`src/rtl/screen_sequencer.sv`:
```
// screen_sequencer
//   Chooses which full-screen renderer drives the VGA output: start screen,
//   game field, player-1-won or player-2-won. Game events are latched as a
//   pending request and applied only on a frame edge, which is the rising
//   edge of vblnk_in, so the visible picture never tears. A win screen goes
//   back to START after WIN_FRAMES frame edges or on a button press.
//
// Ports
//   clk        pixel clock
//   rst        asynchronous reset, active-low
//   start_btn  start/continue button (level, synchronised, debounced)
//   p1_win     one-cycle pulse: player 1 won
//   p2_win     one-cycle pulse: player 2 won
//   vblnk_in   vertical blank of the aligned draw-stage timing
//   rgb_start  pixel from the start-screen stage
//   rgb_game   pixel from the game-field stage
//   rgb_p1     pixel from the player-1-won stage
//   rgb_p2     pixel from the player-2-won stage
//   rgb_out    selected pixel, registered (1-cycle latency)
//   screen     current state: 0=START 1=GAME 2=P1_WON 3=P2_WON
//   game_en    high only in GAME
//   frame_cnt  frame edges elapsed in the current win state
module screen_sequencer #(
    parameter int unsigned WIN_FRAMES = 600,
    parameter int unsigned CNT_W      = 16
) (
    input  logic             clk,
    input  logic             rst,
    input  logic             start_btn,
    input  logic             p1_win,
    input  logic             p2_win,
    input  logic             vblnk_in,
    input  logic [11:0]      rgb_start,
    input  logic [11:0]      rgb_game,
    input  logic [11:0]      rgb_p1,
    input  logic [11:0]      rgb_p2,
    output logic [11:0]      rgb_out,
    output logic [1:0]       screen,
    output logic             game_en,
    output logic [CNT_W-1:0] frame_cnt
);

    typedef enum logic [1:0] {
        S_START  = 2'd0,
        S_GAME   = 2'd1,
        S_P1_WON = 2'd2,
        S_P2_WON = 2'd3
    } state_t;

    typedef enum logic [2:0] {
        R_NONE,
        R_GAME,
        R_P1,
        R_P2,
        R_START
    } req_t;

    state_t           state;
    state_t           state_nxt;
    req_t             req;
    req_t             req_eff;
    req_t             req_nxt;
    logic             vblnk_q;
    logic             start_q;
    logic             fe;
    logic             bp;
    logic [CNT_W-1:0] cnt_inc;
    logic [CNT_W-1:0] cnt_nxt;
    logic [11:0]      rgb_sel;

    always_comb begin
        fe      = vblnk_in & ~vblnk_q;
        bp      = start_btn & ~start_q;
        cnt_inc = frame_cnt + CNT_W'(1);

        // A request already pending wins over anything arriving this cycle;
        // otherwise this cycle's event is merged in so that an event
        // coinciding with the frame edge is applied at that same edge.
        req_eff = req;
        if (req == R_NONE) begin
            case (state)
                S_START: if (bp) req_eff = R_GAME;
                S_GAME: begin
                    if (p1_win)      req_eff = R_P1;
                    else if (p2_win) req_eff = R_P2;
                end
                default: if (bp) req_eff = R_START;
            endcase
        end

        state_nxt = state;
        req_nxt   = req_eff;
        cnt_nxt   = frame_cnt;
        if (fe) begin
            req_nxt = R_NONE;
            if (req_eff != R_NONE) begin
                cnt_nxt = '0;
                case (req_eff)
                    R_GAME:  state_nxt = S_GAME;
                    R_P1:    state_nxt = S_P1_WON;
                    R_P2:    state_nxt = S_P2_WON;
                    default: state_nxt = S_START;
                endcase
            end else if (state == S_P1_WON || state == S_P2_WON) begin
                if (cnt_inc == CNT_W'(WIN_FRAMES)) begin
                    state_nxt = S_START;
                    cnt_nxt   = '0;
                end else begin
                    cnt_nxt = cnt_inc;
                end
            end
        end

        case (state)
            S_START:  rgb_sel = rgb_start;
            S_GAME:   rgb_sel = rgb_game;
            S_P1_WON: rgb_sel = rgb_p1;
            default:  rgb_sel = rgb_p2;
        endcase
    end

    // screen/game_en are loaded from the next state so they change on the
    // same edge as the state register; rgb_out uses the present state, so
    // the new screen's pixels appear one cycle after the frame edge.
    always_ff @(posedge clk or negedge rst) begin
        if (!rst) begin
            state     <= S_START;
            req       <= R_NONE;
            frame_cnt <= '0;
            vblnk_q   <= 1'b0;
            start_q   <= 1'b0;
            rgb_out   <= '0;
            screen    <= 2'd0;
            game_en   <= 1'b0;
        end else begin
            state     <= state_nxt;
            req       <= req_nxt;
            frame_cnt <= cnt_nxt;
            vblnk_q   <= vblnk_in;
            start_q   <= start_btn;
            rgb_out   <= rgb_sel;
            screen    <= state_nxt;
            game_en   <= (state_nxt == S_GAME);
        end
    end

endmodule

```
`config.mk`:
```
export PLATFORM = sky130hd
export DESIGN_NAME = screen_sequencer
export DESIGN_NICKNAME = d
export VERILOG_FILES = /design/src/rtl/screen_sequencer.sv
export SDC_FILE = /design/constraint.sdc
export NUM_CORES = 1
export LEC_CHECK = 0
export ABC_CLOCK_PERIOD_IN_PS = 3400
export CAP_MARGIN = 20
export CORE_ASPECT_RATIO = 2
export CORE_UTILIZATION = 49
export CTS_BUF_LIST = sky130_fd_sc_hd__clkbuf_2
export DETAILED_ROUTE_END_ITERATION = 7
export PLACE_DENSITY_LB_ADDON = 0.3
export SYNTH_ARGS = -nofsm -noshare
export SYNTH_HDL_FRONTEND = slang
export SYNTH_SLANG_ARGS = --single-unit
```
`constraint.sdc`:
```
create_clock -name clk -period 3.4 [get_ports clk]
set_clock_uncertainty 0.2 [all_clocks]
set_input_delay 1.02 -clock clk [delete_from_list [all_inputs] [get_ports clk]]
set_output_delay 1.02 -clock clk [all_outputs]
set_load 0.02 [all_outputs]
```
==> impl_metrics.tcl, run 1 <==
set metrics [dict create \
    fin_area_um2 3080 \
    finalCritPeriodShare_pct 84.7 \
    critPathKind "flip-flop to output port" \
    yosysWarnings 0 \
    path_cells "clkdlybuf4s50_1" \
    dpl-instance-area_um2 3020 \
    power.density_nw_per_um2 756 \
    cts_buffers 5 \
    ys_seq_elements 36 \
    crit_buf_inv 1 \
    synth_seq_area_share_pct 41.8 \
    die_x_um 48.9 \
    io_buffers 84 \
    n_fill_cell 310 \
    async_reset_ff_share_pct 100 \
    synth_commonest_cells "dfrtp_1 (36), nand2_1 (18), mux4_2 (12), o21ai_0 (12), nor3_1 (10)" \
    layout.nets 332 \
    dr.pass1.iters 5 \
    cp-end-kind "output port" \
    grt_antenna_before_repair 0 \
    htreeDepth 2 \
    worstSetupEndpoint "frame_cnt[4]" \
    grt_pass1_vias 2104 \
    r2r_cells 6 \
    final_antenna_net_count 0 \
    required_ps 2180 \
    multi_input_area_um2 1150 \
    vias_per_cell 6.01 \
    synthTopCellsByArea "dfrtp_1 (42%), mux4_2 (13%), nand2_1 (3.1%)" \
    yosys.area.top_type "dfrtp_1" \
    syn_area_per_cell_um2 11.2 \
    hpwlAfterDp_um 4770 \
    finalSetupTns_ps 0 \
    cp.depth 1 \
    synth_cells 192 \
    grt_start_max_net_pins 37 \
    yosysMostFrequentCell "dfrtp_1" \
    drive_above_1_share_pct 16.2 \
    period_minus_slack_ps 2880 \
    dieArea_um2 4680 \
    hold_ws_ps 372 \
    cts_sinks 36 \
    cts_buffer_depth 2 \
    dr_total_vias 1984 \
    critPathArrivalTime_ps 1660 \
    track_usage_pct 28.2 \
    slowest_delay_ps 680 \
    drt_iter0_drc 67 \
    core_area_um2 4170 \
    slew_headroom_pct 62.0 \
    rr_endpoint "game_en" \
    finalMaxSlewViolations 0 \
    ys.flop_type "dfrtp_1" \
    ir_drop_mv 0.602 \
    num_rows 33 \
    initial_core_util_pct 51.7 \
    synth.distinct_cells 60 \
    diodes 0 \
    routed_wl_um 5970 \
    synth-edff-count 0 \
    p_leak_uw 0.00124 \
    grt_pass1_wl_um 9810 \
    gr-total-overflow 0 \
    rsz0062_at_grt "false" \
    mappedNetlistArea_um2 2150 \
    clockRootBuffer "clkbuf_2" \
    hold_violations 0 \
    min_path_type "flip-flop to flip-flop" \
    die_y_um 95.8 \
    worstPathMaxFanout 10 \
    ctsResizeCount 0 \
    max_freq_mhz 347 \
    hold_buffers 0 \
    cts_tree "done" \
    cp_top_family "buffers and inverters" \
    ios 85 \
    worst-r2r-setup-slack_ps 780 \
    max_cap_violations 0 \
    synthToLayoutAreaGrowth_pct 43.1 \
    outcome "complete, no violations" \
    post-route-drc-count 0 \
    holdPathStages 2 \
    yosysTopAreaCellShare_pct 41.8 \
    regArea_um2 901 \
    routedWlPerCell_um 18.1 \
    syn_nets 247 \
    worst_pin_slew_ps 562 \
    path_clk_slew_ps 200 \
    critPathLaunchType "flip-flop" \
    timing.rr.start "frame_cnt[4]" \
    clkLatencyLatePin_ps 390 \
    critPathSlowestCell "clkdlybuf4s50_1" \
    post_cts_buffers 0 \
    cp-startpoint "frame_cnt[4]" \
    setup_viol 0 \
    gp_congestion 0.865 \
]
-- through the flow --
stage	utilization, %	setup slack (ps)	std cells	total power, µW
finish	73.9	521	330	2330
global route	73.9	433	330	2460
CTS	73.9	513	330	2330
detailed placement	72.4	336	322	2070
global placement	72.4	419	322	2030
floorplan	-	813	192	1560
-- placed cells by master (no fill, tap or decap), types with 2 or more instances in the layout --
master	n
nor2_1	7
dfrtp_1	36
xnor2_1	3
a21oi_1	9
mux4_2	12
a31o_1	2
nand2_1	18
nor4_1	3
inv_1	3
and3_1	2
nand3_1	7
nor4b_1	2
clkbuf_2	6
o21ai_1	6
a22oi_1	2
clkdlybuf4s50_1	84
o21ai_0	12
nor3_1	10
nand4_1	5
nand4_2	2
buf_4	7
mux2i_1	2
nor3b_1	2
-- routing by layer --
metal | global-route usage, % | up-vias | part of all wire [%]
met1 | 25.9 | 947 | 32
met4 | 15.9 | 0 | 4.6
met5 | 0 | - | 0
li1 | - | 905 | -
met3 | 6.16 | 27 | 5.7
met2 | 55.6 | 105 | 58
-- cells by family (layout without fill, tap and decap cells) --
kind of cell / after synthesis / count (layout) / share of synthesized area (%)
buffers and inverters: 16 / 102 / 4.94
DFF: 36 / 36 / 41.8
muxes: 14 / 14 / 13.5
AOI/OAI and AO/OA: 43 / 43 / 14.5
xor gates and xnor gates: 4 / 4 / 1.63
adders and majority gates: 1 / 1 / 0.581
and+or+nand+nor: 78 / 78 / 23.1
-- report_power, final --
part | total, µW | internal, µW | switching (µW) | leakage, µW
clock network | 270 | 127 | 143 | 0.0000430
logic | 1260 | 632 | 631 | 0.000755
registers | 798 | 593 | 205 | 0.000444
-- layout make-up --
cell class	instances	share of cell area [%]
multi-input cells	140	37.2
clock inverters	2	1.14
well taps	52	2.11
inverters	3	0.365
clock buffers	6	0.974
flip-flops and latches	36	29.2
repair buffers	91	29.0
-- how the worst min path moves through the flow --
stage,to,start,slack (ps)
2_1_floorplan,req[0],vblnk_q,300
3_3_place_gp,frame_cnt[15],frame_cnt[15],310
3_5_place_dp,frame_cnt[15],frame_cnt[15],330
4_1_cts,frame_cnt[15],frame_cnt[15],370
5_1_grt,frame_cnt[15],frame_cnt[15],430
6_report,frame_cnt[15],frame_cnt[15],370
-- state kept, by name, indices dropped and copies added (netlist names) --
name       flops
req            3
vblnk_q        1
rgb_out       12
game_en        1
frame_cnt     16
state          2
start_q        1
No activity file was read; power rests on OpenSTA's default activity.
==> run 2: changes to the inputs <==
Settings changed: ABC_CLOCK_PERIOD_IN_PS 3400 to 2300, CORE_UTILIZATION 49 to 41.
Clock period 3.4 ns to 2.3 ns, I/O delays scaled along.
==> impl_metrics.tcl, run 2 (synthesis results as in run 1) <==
set metrics [dict create \
    slowest_delay_ps 600 \
    min_path_type "flip-flop to flip-flop" \
    vias_per_cell 5.64 \
    post-route-drc-count 0 \
    crit_buf_inv 1 \
    finalCritPeriodShare_pct 98.1 \
    die_x_um 53.3 \
    finalSetupTns_ps 0 \
    gp_congestion 0.900 \
    max_freq_mhz 443 \
    routedWlPerCell_um 17.0 \
    core_area_um2 5090 \
    routed_wl_um 6340 \
    finalMaxSlewViolations 0 \
    track_usage_pct 25.7 \
    cp-end-kind "output port" \
    setup_viol 0 \
    hold_violations 0 \
    largest_register_ffs 16 \
    critPathKind "flip-flop to output port" \
    period_minus_slack_ps 2260 \
    slew_headroom_pct 77.1 \
    layout_commonest_cell "clkdlybuf4s50_1" \
    r2r_cells 9 \
    cts_buffers 5 \
    cts_buffer_depth 2 \
    grt_antenna_before_repair 1 \
    num_rows 37 \
    clkLatencyLatePin_ps 380 \
    grt_start_max_net_pins 37 \
    io_buffers 84 \
    worst-r2r-setup-slack_ps 60 \
    clockRootBuffer "clkbuf_2" \
    required_ps 1410 \
    gr-total-overflow 0 \
    finalPower_uw 3530 \
    synthToLayoutAreaGrowth_pct 59.4 \
    rsz0062_at_grt "true" \
    outcome "complete, no violations" \
    dr.pass1.iters 4 \
    dr_total_vias 2104 \
    ios 85 \
    top_register "frame_cnt" \
    hpwlAfterDp_um 5100 \
    holdPathStages 2 \
    die_y_um 105 \
    worst_pin_slew_ps 341 \
    path_cells "clkdlybuf4s50_1" \
    ir_drop_mv 0.925 \
    reg_top3 "frame_cnt x16, rgb_out x12, req x3" \
    dieArea_um2 5570 \
    critPathArrivalTime_ps 1370 \
    htreeDepth 2 \
    drt_iter0_drc 28 \
    max_cap_violations 0 \
    cp_top_family "buffers and inverters" \
    drive_above_1_share_pct 30.9 \
    layout.nets 368 \
    initial_core_util_pct 42.3 \
    p_leak_uw 0.00150 \
    layout_common_cells "clkdlybuf4s50_1 (63), buf_4 (40), dfrtp_1 (28), nand2_1 (18), dlygate4sd2_1 (17)" \
    grt_pass1_wl_um 10100 \
    path_clk_slew_ps 200 \
    final_antenna_net_count 0 \
    critPathLaunchType "flip-flop" \
    grt_pass1_vias 2197 \
    critPathSlowestCell "clkdlybuf4s50_1" \
    power.density_nw_per_um2 1030 \
    worstPathMaxFanout 1 \
    cts_sinks 36 \
    hold_buffers 0 \
    cp.depth 1 \
    cts_tree "done" \
]
run 2: cell types whose count changed in the layout (fill, tap and decap cells not counted), moves of 2 or more:
cell | previous run | this run
dfrtp_1 | 36 | 28
buf_4 | 7 | 40
o21ai_0 | 12 | 8
nor4b_2 | 0 | 2
o21ai_1 | 6 | 10
dfrtp_2 | 0 | 8
buf_6 | 0 | 2
dlymetal6s2s_1 | 0 | 3
clkinv_1 | 0 | 2
dlygate4sd2_1 | 0 | 17
nor4b_1 | 2 | 0
clkdlybuf4s50_1 | 84 | 63
run 2: layout make-up:
type                    count  area, µm²
clock buffers               6       30.0
multi-input cells         140       1230
inverters                   3       11.3
fillers                   418       1660
repair buffers            127       1170
flip-flops and latches     36        911
diodes                      1       2.50
well taps                  58       72.6
clock inverters             2       7.51
run 2: where the power goes:
part | switching, µW | internal (µW)
registers | 217 | 889
clock network | 202 | 73.2
logic | 1070 | 1080
total | 1490 | 2040
run 2: stage by stage:
step / instances / hold slack [ps] / setup WS (ps) / area (µm²) / utilization, %
after CTS: 371 / 363 / 1.96 / 3330 / 65.5
after floorplan: 192 / 194 / 34.0 / 2160 / -
final: 373 / 395 / 44.4 / 3430 / 67.4
after global placement: 359 / 348 / -345 / 3270 / 64.3
after global routing: 373 / 446 / -28.7 / 3430 / 67.4
after detailed placement: 359 / 324 / -418 / 3270 / 64.3
run 2: worst paths after layout:
path                          startpoint            end
setup / recovery              rgb_out[2]     rgb_out[2]
hold / removal             frame_cnt[15]  frame_cnt[15]
setup reg to reg            frame_cnt[9]   frame_cnt[4]
hold reg to reg            frame_cnt[15]  frame_cnt[15]
max in group asynchronous            rst   frame_cnt[1]
min in group asynchronous            rst        start_q
run 2: layer usage:
layer,wire [µm],vias up,GRT usage (%)
met5,0,-,0
met4,299,0,15.4
met3,274,23,4.53
met2,3830,95,48.5
met1,1940,1008,22.5
li1,-,978,-
run 2: what timing repair did:
item | in CTS | in global routing
gates resized for setup | 26 | 21
pin swaps | 1 | 6
endpoints found under the setup margin | 29 | 20
buffers inserted | 4 | 1
==> run 3: changes to the inputs <==
==> constraint.sdc (replaced) <==
create_clock -name clk -period 2.3 [get_ports clk]
set_clock_uncertainty 0.2 [all_clocks]
set_input_delay 0.69 -clock clk [delete_from_list [all_inputs] [get_ports clk]]
set_output_delay 0.69 -clock clk [all_outputs]
set_load 0.1 [all_outputs]
==> impl_metrics.tcl, run 3 (synthesis results as in run 1) <==
set metrics [dict create \
    cts_tree "done" \
    cts_sinks 36 \
    grt_pass1_wl_um 10300 \
    cp-end-kind "flip-flop" \
    grt_pass1_vias 2224 \
    timing.rr.start "frame_cnt[9]" \
    gr-total-overflow 0 \
    diodes 0 \
    p_int_uw 2680 \
    finalMaxSlewViolations 0 \
    ios 85 \
    clockRootBuffer "clkbuf_2" \
    die_x_um 53.3 \
    dieArea_um2 5570 \
    finalCritPeriodShare_pct 100 \
    switching_share_pct 53.7 \
    rsz0062_at_grt "true" \
    power_frac_clock_pct 5.1 \
    reg_top3 "frame_cnt x16, rgb_out x12, req x3" \
    io_buffers 84 \
    gp_congestion 0.861 \
    worst_pin_slew_ps 613 \
    htreeDepth 2 \
    postLayoutSetupSlackWorst_ps -5.48 \
    vias_per_cell 5.82 \
    outcome "finished with violations" \
    layout.nets 363 \
    critPathArrivalTime_ps 2380 \
    failed_checks "setup timing" \
    period_minus_slack_ps 2310 \
    critPathKind "flip-flop to flip-flop" \
    grt_antenna_before_repair 0 \
    routed_wl_um 6690 \
    power.density_nw_per_um2 1520 \
    cp-startpoint "frame_cnt[9]" \
    initial_core_util_pct 42.3 \
    hold_buffers 0 \
    max_freq_mhz 434 \
    hpwlAfterDp_um 5000 \
    routedWlPerCell_um 18.2 \
    worstPathMaxFanout 7 \
    p_switching_uw 3110 \
    use_met2_pct 48.1 \
    min_path_type "input pin to async pin" \
    seq_power_share_pct 23.1 \
    track_usage_pct 25.4 \
    largest_register_ffs 16 \
    use_met3_pct 4.68 \
    layout_commonest_cell "clkdlybuf4s50_1" \
    max_cap_violations 0 \
    dr.pass1.iters 4 \
    grt_start_max_net_pins 26 \
    fin_util_pct 75.1 \
    drt_iter0_drc 40 \
    dp_slack_ps -423 \
    ir_drop_mv 0.986 \
    setup_viol 1 \
    critPathLaunchType "flip-flop" \
    dr_total_vias 2136 \
    num_rows 37 \
    path_clk_slew_ps 210 \
    final_antenna_net_count 0 \
    grt_busiest_layer "met2" \
    slew_headroom_pct 59.1 \
    core_area_um2 5090 \
    p_leak_uw 0.00157 \
    cts_buffers 5 \
    drive_above_1_share_pct 44.7 \
    layout_common_cells "clkdlybuf4s50_1 (52), buf_12 (34), buf_4 (33), dfrtp_1 (19), nand2_1 (17)" \
    n_fill_cell 326 \
    top_register "frame_cnt" \
    clkLatencyLatePin_ps 380 \
    hold_violations 0 \
    required_ps 2370 \
    die_y_um 105 \
    post-route-drc-count 0 \
    p_comb_share_pct 71.8 \
    synthToLayoutAreaGrowth_pct 77.5 \
    finalSetupTns_ps -5.48 \
    cts_buffer_depth 2 \
    use_met1_pct 23.6 \
]
run 3: per-layer routing:
metal | routed length (µm) | share of wire (%)
met5 | 0 | 0
met1 | 2030 | 30
met2 | 4060 | 61
met4 | 272 | 4.1
met3 | 318 | 4.8
run 3: metrics by stage:
stage | area (µm²) | std cells | power [µW] | hold slack, ps
after floorplan | 2240 | 192 | 3760 | 194
after global placement | 3520 | 341 | 5200 | 377
after detailed placement | 3520 | 341 | 5250 | 373
after CTS | 3590 | 350 | 5540 | 81.8
after global routing | 3820 | 367 | 6000 | 98.1
final | 3820 | 367 | 5790 | 81.6
run 3: timing repair:
item	4_1_cts	5_1_grt
cloned	0	1
setup buffers	1	16
pin swaps	2	9
gates resized for setup	2	19
setup endpoints to repair	4	14
run 3: path summary, 6_finish.rpt:
check	endpoint	slack, ps	depth (start not counted)
setup / recovery	frame_cnt[4]	-5	8
hold / removal	frame_cnt[15]	80	1
setup reg to reg	frame_cnt[4]	-5	8
hold reg to reg	frame_cnt[0]	400	1
max in group asynchronous	rgb_out[1]	1180	2
min in group clk	frame_cnt[0]	400	1
run 3: cell type report:
type | count | area (µm²) | share of cell area, %
repair buffers | 121 | 1470 | 38.3
multi-input cells | 141 | 1290 | 33.8
flip-flops and latches | 36 | 945 | 24.7
well taps | 58 | 72.6 | 1.90
clock buffers | 7 | 35.0 | 0.916
inverters | 3 | 11.3 | 0.295
clock inverters | 1 | 3.75 | 0.0982
run 3: worst max-delay path, stage by stage (launching register included):
cell,delay [ps]
dfrtp_2,520
buf_4,160
xor2_1,160
nand4_2,150
a221oi_4,290
o2111ai_4,280
buf_12,220
a22oi_1,150
o21ai_1,80
run 3: power groups by stage:
| stage | sequential, µW | clock, µW | combinational, µW |
|---|---|---|---|
| 2_1_floorplan | 2750 | 0 | 1000 |
| 3_3_place_gp | 1350 | 0 | 3840 |
| 3_5_place_dp | 1360 | 0 | 3890 |
| 4_1_cts | 1350 | 303 | 3890 |
| 5_1_grt | 1360 | 327 | 4310 |
| 6_report | 1340 | 294 | 4160 |
